--- config.mk ---
export PLATFORM = sky130hd
export DESIGN_NAME = edge_detect_multi
export DESIGN_NICKNAME = d
export VERILOG_FILES = /design/src/rtl/edge_detect_pkg.sv /design/src/rtl/edge_detect_ch.sv /design/src/rtl/edge_detect_multi.sv
export SDC_FILE = /design/constraint.sdc
export NUM_CORES = 1
export LEC_CHECK = 0
export CAP_MARGIN = 30
export CELL_PAD_IN_SITES_DETAIL_PLACEMENT = 0
export CELL_PAD_IN_SITES_GLOBAL_PLACEMENT = 1
export CORE_MARGIN = 2
export CORE_UTILIZATION = 29
export CTS_CLUSTER_SIZE = 25
export DETAILED_ROUTE_END_ITERATION = 8
export PLACE_DENSITY = 0.79
export REMOVE_ABC_BUFFERS = 1
export SYNTH_ARGS = -nofsm -noshare
export SYNTH_HDL_FRONTEND = slang
export SYNTH_SLANG_ARGS = --single-unit
--- constraint.sdc ---
create_clock -name clk -period 1.3 [get_ports clk]
set_input_delay 0.13 -clock clk [delete_from_list [all_inputs] [get_ports clk]]
set_output_delay 0.13 -clock clk [all_outputs]
set_load 0.05 [all_outputs]
--- src/rtl/edge_detect_pkg.sv ---
// -----------------------------------------------------------------------------
// edge_detect_pkg
//   Shared types and constants for the multi-channel edge detector.
//   - edge_mode_t : per-channel edge selection encoding
//   - cnt_width() : width of the debounce counter for a given FILT_LEN
//                   ($clog2(FILT_LEN), never narrower than 1 bit)
//   The debounce filter is only built when EDGE_DETECT_FILTER_EN is defined.
// -----------------------------------------------------------------------------
package edge_detect_pkg;

    typedef enum logic [1:0] {
        EDGE_OFF  = 2'b00,
        EDGE_RISE = 2'b01,
        EDGE_FALL = 2'b10,
        EDGE_BOTH = 2'b11
    } edge_mode_t;

    localparam int FILT_LEN_DEFAULT = 3;

    function automatic int cnt_width(input int filt_len);
        return (filt_len > 1) ? $clog2(filt_len) : 1;
    endfunction

    localparam int CNT_W_DEFAULT = cnt_width(FILT_LEN_DEFAULT);

endpackage

--- src/rtl/edge_detect_ch.sv ---
// -----------------------------------------------------------------------------
// edge_detect_ch
//   One edge-detector channel: synchroniser chain, optional debounce filter,
//   level / delayed-level flops, mode-selected edge decode and a sticky
//   pending flag.
//
//   Compile-time option: EDGE_DETECT_FILTER_EN
//     defined   : a FILT_LEN-cycle debounce counter sits between the
//                 synchroniser and the level flop.
//     undefined : the level is the synchroniser output directly; FILT_LEN is
//                 only range-checked and no counter flops exist.
//
//   Ports
//     clk        system clock
//     n_rst      asynchronous active-low reset
//     d_in       raw asynchronous pin level
//     edge_mode  00 off, 01 rising, 10 falling, 11 both
//     clr        write-one-to-clear for pending
//     d_edge     one-cycle edge pulse (combinational from level flops)
//     pending    sticky edge flag (registered)
// -----------------------------------------------------------------------------
module edge_detect_ch
    import edge_detect_pkg::*;
#(
    parameter int   SYNC_STAGES = 2,
    parameter int   FILT_LEN    = FILT_LEN_DEFAULT,
    parameter logic RESET_LEVEL = 1'b1
) (
    input  logic       clk,
    input  logic       n_rst,
    input  logic       d_in,
    input  logic [1:0] edge_mode,
    input  logic       clr,
    output logic       d_edge,
    output logic       pending
);

    if (SYNC_STAGES < 2 || FILT_LEN < 1) begin : g_bad_param
        $error("edge_detect_ch: need SYNC_STAGES >= 2 and FILT_LEN >= 1");
    end

    logic [SYNC_STAGES-1:0] r_sync;
    logic                   w_sync_out;
    logic                   w_lvl;
    logic                   r_lvl_d;
    logic                   r_pending;
    logic                   w_rise;
    logic                   w_fall;
    logic                   w_edge;

    // Synchroniser: bit 0 samples the pin, the top bit is the clean output.
    always_ff @(posedge clk or negedge n_rst) begin
        if (!n_rst) begin
            r_sync <= {SYNC_STAGES{RESET_LEVEL}};
        end else begin
            r_sync <= {r_sync[SYNC_STAGES-2:0], d_in};
        end
    end

    assign w_sync_out = r_sync[SYNC_STAGES-1];

`ifdef EDGE_DETECT_FILTER_EN
    localparam int             CNT_W   = cnt_width(FILT_LEN);
    localparam logic [CNT_W-1:0] CNT_MAX = CNT_W'(FILT_LEN - 1);

    logic [CNT_W-1:0] r_cnt;
    logic             r_lvl;

    // A new level is accepted only after it has differed from the current
    // level for FILT_LEN consecutive clocks; any return to the current level
    // restarts the count, so shorter glitches never reach r_lvl.
    always_ff @(posedge clk or negedge n_rst) begin
        if (!n_rst) begin
            r_cnt <= '0;
            r_lvl <= RESET_LEVEL;
        end else if (w_sync_out != r_lvl) begin
            if (r_cnt == CNT_MAX) begin
                r_lvl <= w_sync_out;
                r_cnt <= '0;
            end else begin
                r_cnt <= r_cnt + 1'b1;
            end
        end else begin
            r_cnt <= '0;
        end
    end

    assign w_lvl = r_lvl;
`else
    assign w_lvl = w_sync_out;
`endif

    always_ff @(posedge clk or negedge n_rst) begin
        if (!n_rst) begin
            r_lvl_d <= RESET_LEVEL;
        end else begin
            r_lvl_d <= w_lvl;
        end
    end

    assign w_rise = ~r_lvl_d & w_lvl;
    assign w_fall = r_lvl_d & ~w_lvl;

    // Mode is applied at decode time, so a mode change affects the very next
    // level transition but never re-evaluates transitions already past.
    always_comb begin
        w_edge = 1'b0;
        case (edge_mode_t'(edge_mode))
            EDGE_OFF:  w_edge = 1'b0;
            EDGE_RISE: w_edge = w_rise;
            EDGE_FALL: w_edge = w_fall;
            EDGE_BOTH: w_edge = w_rise | w_fall;
            default:   w_edge = 1'b0;
        endcase
    end

    // A new edge takes priority over a simultaneous clear so no event is lost.
    always_ff @(posedge clk or negedge n_rst) begin
        if (!n_rst) begin
            r_pending <= 1'b0;
        end else begin
            r_pending <= w_edge | (r_pending & ~clr);
        end
    end

    assign d_edge  = w_edge;
    assign pending = r_pending;

endmodule

--- src/rtl/edge_detect_multi.sv ---
// -----------------------------------------------------------------------------
// edge_detect_multi
//   NUM_CH independent edge-detector channels with sticky pending flags and a
//   single interrupt line. Debounce filtering is compiled in only when
//   EDGE_DETECT_FILTER_EN is defined (see edge_detect_ch).
//
//   Ports
//     clk        system clock
//     n_rst      asynchronous active-low reset
//     d_in       [NUM_CH]   raw asynchronous pin levels
//     edge_mode  [2*NUM_CH] per channel: 00 off, 01 rise, 10 fall, 11 both
//     clr        [NUM_CH]   write-one-to-clear pulses for pending
//     irq_en     [NUM_CH]   per-channel interrupt enable
//     d_edge     [NUM_CH]   one-cycle edge pulses
//     pending    [NUM_CH]   sticky edge flags
//     irq                   OR of (pending & irq_en), combinational
// -----------------------------------------------------------------------------
module edge_detect_multi
    import edge_detect_pkg::*;
#(
    parameter int   NUM_CH      = 4,
    parameter int   SYNC_STAGES = 2,
    parameter int   FILT_LEN    = FILT_LEN_DEFAULT,
    parameter logic RESET_LEVEL = 1'b1
) (
    input  logic                  clk,
    input  logic                  n_rst,
    input  logic [NUM_CH-1:0]     d_in,
    input  logic [2*NUM_CH-1:0]   edge_mode,
    input  logic [NUM_CH-1:0]     clr,
    input  logic [NUM_CH-1:0]     irq_en,
    output logic [NUM_CH-1:0]     d_edge,
    output logic [NUM_CH-1:0]     pending,
    output logic                  irq
);

    if (NUM_CH < 1 || NUM_CH > 32) begin : g_bad_num_ch
        $error("edge_detect_multi: NUM_CH must be in 1..32");
    end

    logic [NUM_CH-1:0] w_d_edge;
    logic [NUM_CH-1:0] w_pending;

    for (genvar gi = 0; gi < NUM_CH; gi++) begin : g_ch
        edge_detect_ch #(
            .SYNC_STAGES (SYNC_STAGES),
            .FILT_LEN    (FILT_LEN),
            .RESET_LEVEL (RESET_LEVEL)
        ) u_ch (
            .clk       (clk),
            .n_rst     (n_rst),
            .d_in      (d_in[gi]),
            .edge_mode (edge_mode[2*gi +: 2]),
            .clr       (clr[gi]),
            .d_edge    (w_d_edge[gi]),
            .pending   (w_pending[gi])
        );
    end

    assign d_edge  = w_d_edge;
    assign pending = w_pending;
    assign irq     = |(w_pending & irq_en);

endmodule
### Word level (Yosys, flattened, before mapping)

Cells that the tools add are included.

| cells by class | value |
|---|---|
| add/subtract/negate cells | 0 |
| multipliers | 0 |
| div/mod/pow operators | 0 |
| $lt $le $gt $ge | 0 |
| equality and inequality tests | 12 |
| shift-type cells | 0 |
| mux-type cells | 4 |
| bitwise operators | 33 |
| reductions and logical operators | 5 |

Operator list:

| kind | number |
|---|---|
| 2-bit equality test, second input constant | 8 |
| 1-bit case mux with 4 select lines | 4 |
| 1-bit AND | 12 |
| 1-bit inverter | 12 |
| 2-bit by 1-bit equality test with 1-bit output, second input constant | 4 |
| 2-bit zero test | 4 |
| 1-bit bitwise OR | 8 |
| 4-bit AND | 1 |
| 4-bit OR reduction | 1 |

| word-level totals | value |
|---|---|
| bits in registers | 16 |
| latch bits | 0 |
| bits in writable memories | 0 |
| bits in read-only memories | 0 |
| input port bits | 22 |
| output and inout port bits | 9 |
| memories | 0 |

### Longest topological paths before layout

| logic depth | value |
|---|---|
| depth after elaboration | 5 |
| gate-level depth with buffers | 6 |
| mapped depth without buffers | 5 |

### Cells and area by module

A second synthesis with hierarchy kept.

| second synthesis, totals | value |
|---|---|
| cells, all modules | 63 |
| area, all modules | 719.4 µm² |

By module, submodules not included:

| module | instances | cells an instance | area each (µm²) |
|---|---|---|---|
| edge_detect_ch | 4 | 15 | 175.2 |
| edge_detect_multi | 1 | 3 | 18.8 |

### Worst setup path before layout

Ideal clock, no wire load.

| path | value |
|---|---|
| path kind | reg-to-output |
| start | register g_ch[0].u_ch.r_lvl_d |
| end | output d_edge[0] |
| arrival time | 1.298 ns |
| path slack | -0.128 ns |
| cell stages (with the launch flop) | 7 |
| buffers on the path | 1 |
| cells stage by stage | dfstp_2 inv_1 ha_1 nor2b_4 o21ai_2 o21ai_1 buf_4 |

| between the ends | value |
|---|---|
| cells in the longest elaborated chain, start to end | 4 |
| elaborated cells on any way between the ends | 5 |
| classes of those cells | mux: 1; bitwise: 4 |

RTL lines:

| item | RTL line | text |
|---|---|---|
| start, declared | edge_detect_ch.sv:45 | `logic r_lvl_d;` |
| start signal, assigned | edge_detect_ch.sv:97 | `r_lvl_d <= w_lvl;` |
| 1-bit inverter | edge_detect_ch.sv:101 | `assign w_rise = ~r_lvl_d & w_lvl;` |
| 1-bit AND | edge_detect_ch.sv:101 |  |
| 1-bit bitwise OR | edge_detect_ch.sv:112 | `EDGE_BOTH: w_edge = w_rise \| w_fall;` |
| 1-bit case mux with 4 select lines (*) | edge_detect_ch.sv:108 | `case (edge_mode_t'(edge_mode))` |
| end, declared | edge_detect_multi.sv:32 | `output logic [NUM_CH-1:0] d_edge,` |

Mark *: on every way between the ends. The rest lies on a longest branch, timed or not.

### Worst setup path after layout

| path | value |
|---|---|
| start | register g_ch[1].u_ch.r_lvl_d |
| end | output d_edge[1] |

| between the ends | value |
|---|---|
| cells in the longest elaborated chain, start to end | 4 |
| elaborated cells on any way between the ends | 5 |
| classes of those cells | mux: 1; bitwise: 4 |

RTL lines:

| item | RTL line |
|---|---|
| start, declared | edge_detect_ch.sv:45 |
| start signal, assigned | edge_detect_ch.sv:97 |
| 1-bit inverter | edge_detect_ch.sv:101 |
| 1-bit AND | edge_detect_ch.sv:101 |
| 1-bit bitwise OR | edge_detect_ch.sv:112 |
| 1-bit case mux with 4 select lines (*) | edge_detect_ch.sv:108 |

Marks and branches as above.

==> metrics.md <==
| Metric | Value |
|---|---|
| Sw power | `around 420 µW` |
| Clock Latency Late Sink | `between 200 and 300 ps` |
| Clock transition at path regs | `approximately 90 ps` |
| Failing checks | `negative setup slack` |
| Grt ovf | `0` |
| Avg Cell Area, Syn | `about 12 µm²` |
| Kind of critical path | `flip-flop to output pin` |
| Htree depth | `1` |
| Via count | `roughly 610` |
| Tot Pwr | `~1400 µW` |
| Share of cells above drive strength 1 | `0.6636` |
| Slew HR | `0.8439` |
| Top cell type by total area after synthesis | `dfstp_2` |
| Fin Clk Skew | `0.2842 ps` |
| ANT nets after route | `0` |
| Num rows | `19` |
| Mapped cell area | `825.8 µm²` |
| Detailed Place HPWL | `1.086 mm` |
| Vias per cell | `between 4 and 5` |
| Core ar. | `around 0.0027 mm²` |
| Logic pwr share | `0.405` |
| Static Leak | `approximately 0.0006 µW` |
| Worst path required time | `1170 ps` |
| Residual DRC count | `0` |
| Vias in the first global route | `roughly 680` |
| Power Dens Cells | `around 940 mW/mm²` |
| Max-slew violation count | `0` |
| Peak supply drop | `~680 µV` |
| Die Y | `around 57 µm` |
| Status | `complete, but fails checks` |
| # diodes | `0` |
| Metal3 WL | `around 150 µm` |
| Routed len/inst | `11.21 µm` |
| CTS tree | `yes` |
| Uppermost layer routed | `met4` |
| Sequential fraction of the synthesis area | `0.5030` |
| Routed WL | `1.581 mm` |
| WP data arrival | `around 1600 ps` |
| GRT Util Overall | `0.1102` |
| Worst Tran Pin Value | `233.2 ps` |
| Port Buffers | `30` |
| Post-Place Cell Area | `roughly 0.0012 mm²` |
| Crit end category | `output pin` |
| Top cell type's share of synthesized area | `0.3818` |
| Synth area leaders | `dfstp_2 (38%), dfrtp_1 (12%), ha_1 (12%)` |
| Final hold vios | `0` |
| First-pass DRT Iterations | `2` |
| Crit start category | `flip-flop` |
| Gate Count Post-Synth | `70` |
| Starting DRT DRC Count | `3` |
| Worst reg2reg setup slack | `-60 ps` |
| Sequential Power Share | `0.415` |
| Fin crit period | `1708 ps` |
| Clock power share | `0.180` |
| Syn. warnings | `0` |
| Sw Ratio | `0.3067` |
| First-pass GRT wire length | `between 2 and 3 mm` |
| Final Setup Violations | `8` |
| CTS Buf Count | `3` |
| Reg2Reg Depth | `6` |
| Pin count of the biggest net entering global routing | `17` |
| Pre-CTS WS | `-216.6 ps` |
| Die footprint | `0.003290 mm²` |
| Placer Congestion | `0.6676` |
| Met1 Wirelength | `631 µm` |
| Worst-path fanout max | `2` |
| Fin crit share | `1.314` |
| # nets final | `around 140` |
| Fin area | `approximately 0.0015 mm²` |
| Critical path launch point | `g_ch[1].u_ch.r_lvl_d$_DFF_PN1_` |
| Reg2Reg Capture Point | `g_ch[1].u_ch.pending$_DFF_PN0_` |
| Library cells used by synthesis | `14` |
| Synth-to-layout area growth | `78.79%` |
| I/O Pins | `31` |
| Fill cells | `between 200 and 300` |
| Setup WS post-layout | `-408.3 ps` |
| Clock Sinks | `16` |
| R2R Path Start | `g_ch[1].u_ch.r_lvl_d$_DFF_PN1_` |
| Initial antenna violation count | `0` |
| Worst setup path end | `d_edge[1]` |
| Die span in x | `around 57 µm` |
| Max Buffers Root-to-Sink | `2` |
| Maxcap violations | `0` |
| CTS root buffer | `clkbuf_4` |
| Fmax achieved | `585.4 MHz` |
| RSZ-0062 raised after global routing | `yes` |
| Hold WC Path Type | `input port to asynchronous set/reset pin` |
| Met2 wire length | `782 µm` |
| Synth Register Bits | `16` |
| P_int | `between 900 and 1000 µW` |
| Initial Util | `0.3021` |
[logic make-up (layout without fill, tap and decap cells)]
kind of cell | count (synthesis) | in the layout | synth area share
buf+inv | 20 | 60 | 0.1273
flops | 16 | 16 | 0.5030
compound gates | 14 | 14 | 0.1485
simple gates | 12 | 12 | 0.1000
fa+ha+maj | 8 | 8 | 0.1212
[synthesized netlist by cell type (all sizes together)]
| library cell | instances |
|---|---|
| dfrtp | 4 |
| a22oi | 2 |
| dfstp | 12 |
| o21ai | 7 |
| buf | 8 |
| inv | 12 |
| o221ai | 4 |
| nor2b | 6 |
| ha | 8 |
| o211ai | 1 |
| nand2 | 6 |
[cell type report]
class / count / area [µm²] / area share
timing repair buffer: 45 / 510.5 / 0.3458
multi-input combinational: 34 / 444.2 / 0.3008
sequential: 16 / 415.4 / 0.2814
inverter: 12 / 45.04 / 0.03051
tap: 31 / 38.79 / 0.02627
clock buffer: 3 / 22.52 / 0.01525
[metal layers]
metal,track usage,vias to the layer above
met2,0.2045,28
met5,0,-
li1,-,302
met1,0.1152,281
met3,0.03401,2
met4,0.03987,0
[repair_timing]
action	in CTS	in global routing
endpoints found under the setup margin	8	9
pin swaps	7	3
hold buffers	0	0
buffers inserted	17	2
gates resized for setup	29	6
[power by group through the flow]
stage                     clock network, µW  logic [µW]  registers, µW
final                                   249         559            573
after global routing                    295         591            577
after floorplan                           0         148            634
after CTS                               273         567            571
after detailed placement                  0         455            590
after global placement                    0         453            589
[worst max-delay path, cell delays in order, from the launching register on]
cell	delay, ps
dfstp_2	570
inv_2	50
ha_4	250
nand2_2	30
o211ai_1	120
o21ai_2	110
buf_12	160
[through the flow]
step | utilization | cells | setup TNS [ps] | hold slack, ps
2_1_floorplan | - | 62 | -1348 | -165.6
6_report | 0.5400 | 141 | -1791 | 160.7
4_1_cts | 0.5451 | 145 | -2072 | 155.3
5_1_grt | 0.5400 | 141 | -2297 | 183.5
3_3_place_gp | 0.4481 | 127 | -831.1 | 345.6
3_5_place_dp | 0.4481 | 127 | -960.2 | 346.9
[cell usage in the layout, fill, tap and decap left out]
| cell type | instances |
|---|---|
| inv_2 | 7 |
| o211ai_1 | 1 |
| clkdlybuf4s50_1 | 21 |
| ha_1 | 1 |
| nand2_1 | 4 |
| clkbuf_4 | 3 |
| nor2b_1 | 1 |
| a22oi_2 | 2 |
| dfstp_2 | 12 |
| o221ai_2 | 4 |
| buf_4 | 13 |
| buf_12 | 9 |
| dfrtp_1 | 4 |
| o21ai_2 | 7 |
| inv_1 | 5 |
| nand2_2 | 2 |
| ha_4 | 7 |
| nor2b_4 | 5 |
| buf_6 | 2 |
[registers in the layout, summed over array words and instances, names as in the netlist]
name / cells
g_ch.u_ch.r_lvl_d: 4
g_ch.u_ch.r_sync: 8
g_ch.u_ch.pending: 4
[worst min path at each step]
stage / cells after the start / to
2_1_floorplan: 0 / g_ch[0].u_ch.pending$_DFF_PN0_
3_3_place_gp: 0 / g_ch[3].u_ch.r_sync[1]$_DFF_PN1_
3_5_place_dp: 0 / g_ch[2].u_ch.r_sync[1]$_DFF_PN1_
4_1_cts: 2 / g_ch[1].u_ch.pending$_DFF_PN0_
5_1_grt: 2 / g_ch[3].u_ch.pending$_DFF_PN0_
6_report: 2 / g_ch[1].u_ch.pending$_DFF_PN0_
No activity file was read; power rests on OpenSTA's default activity.
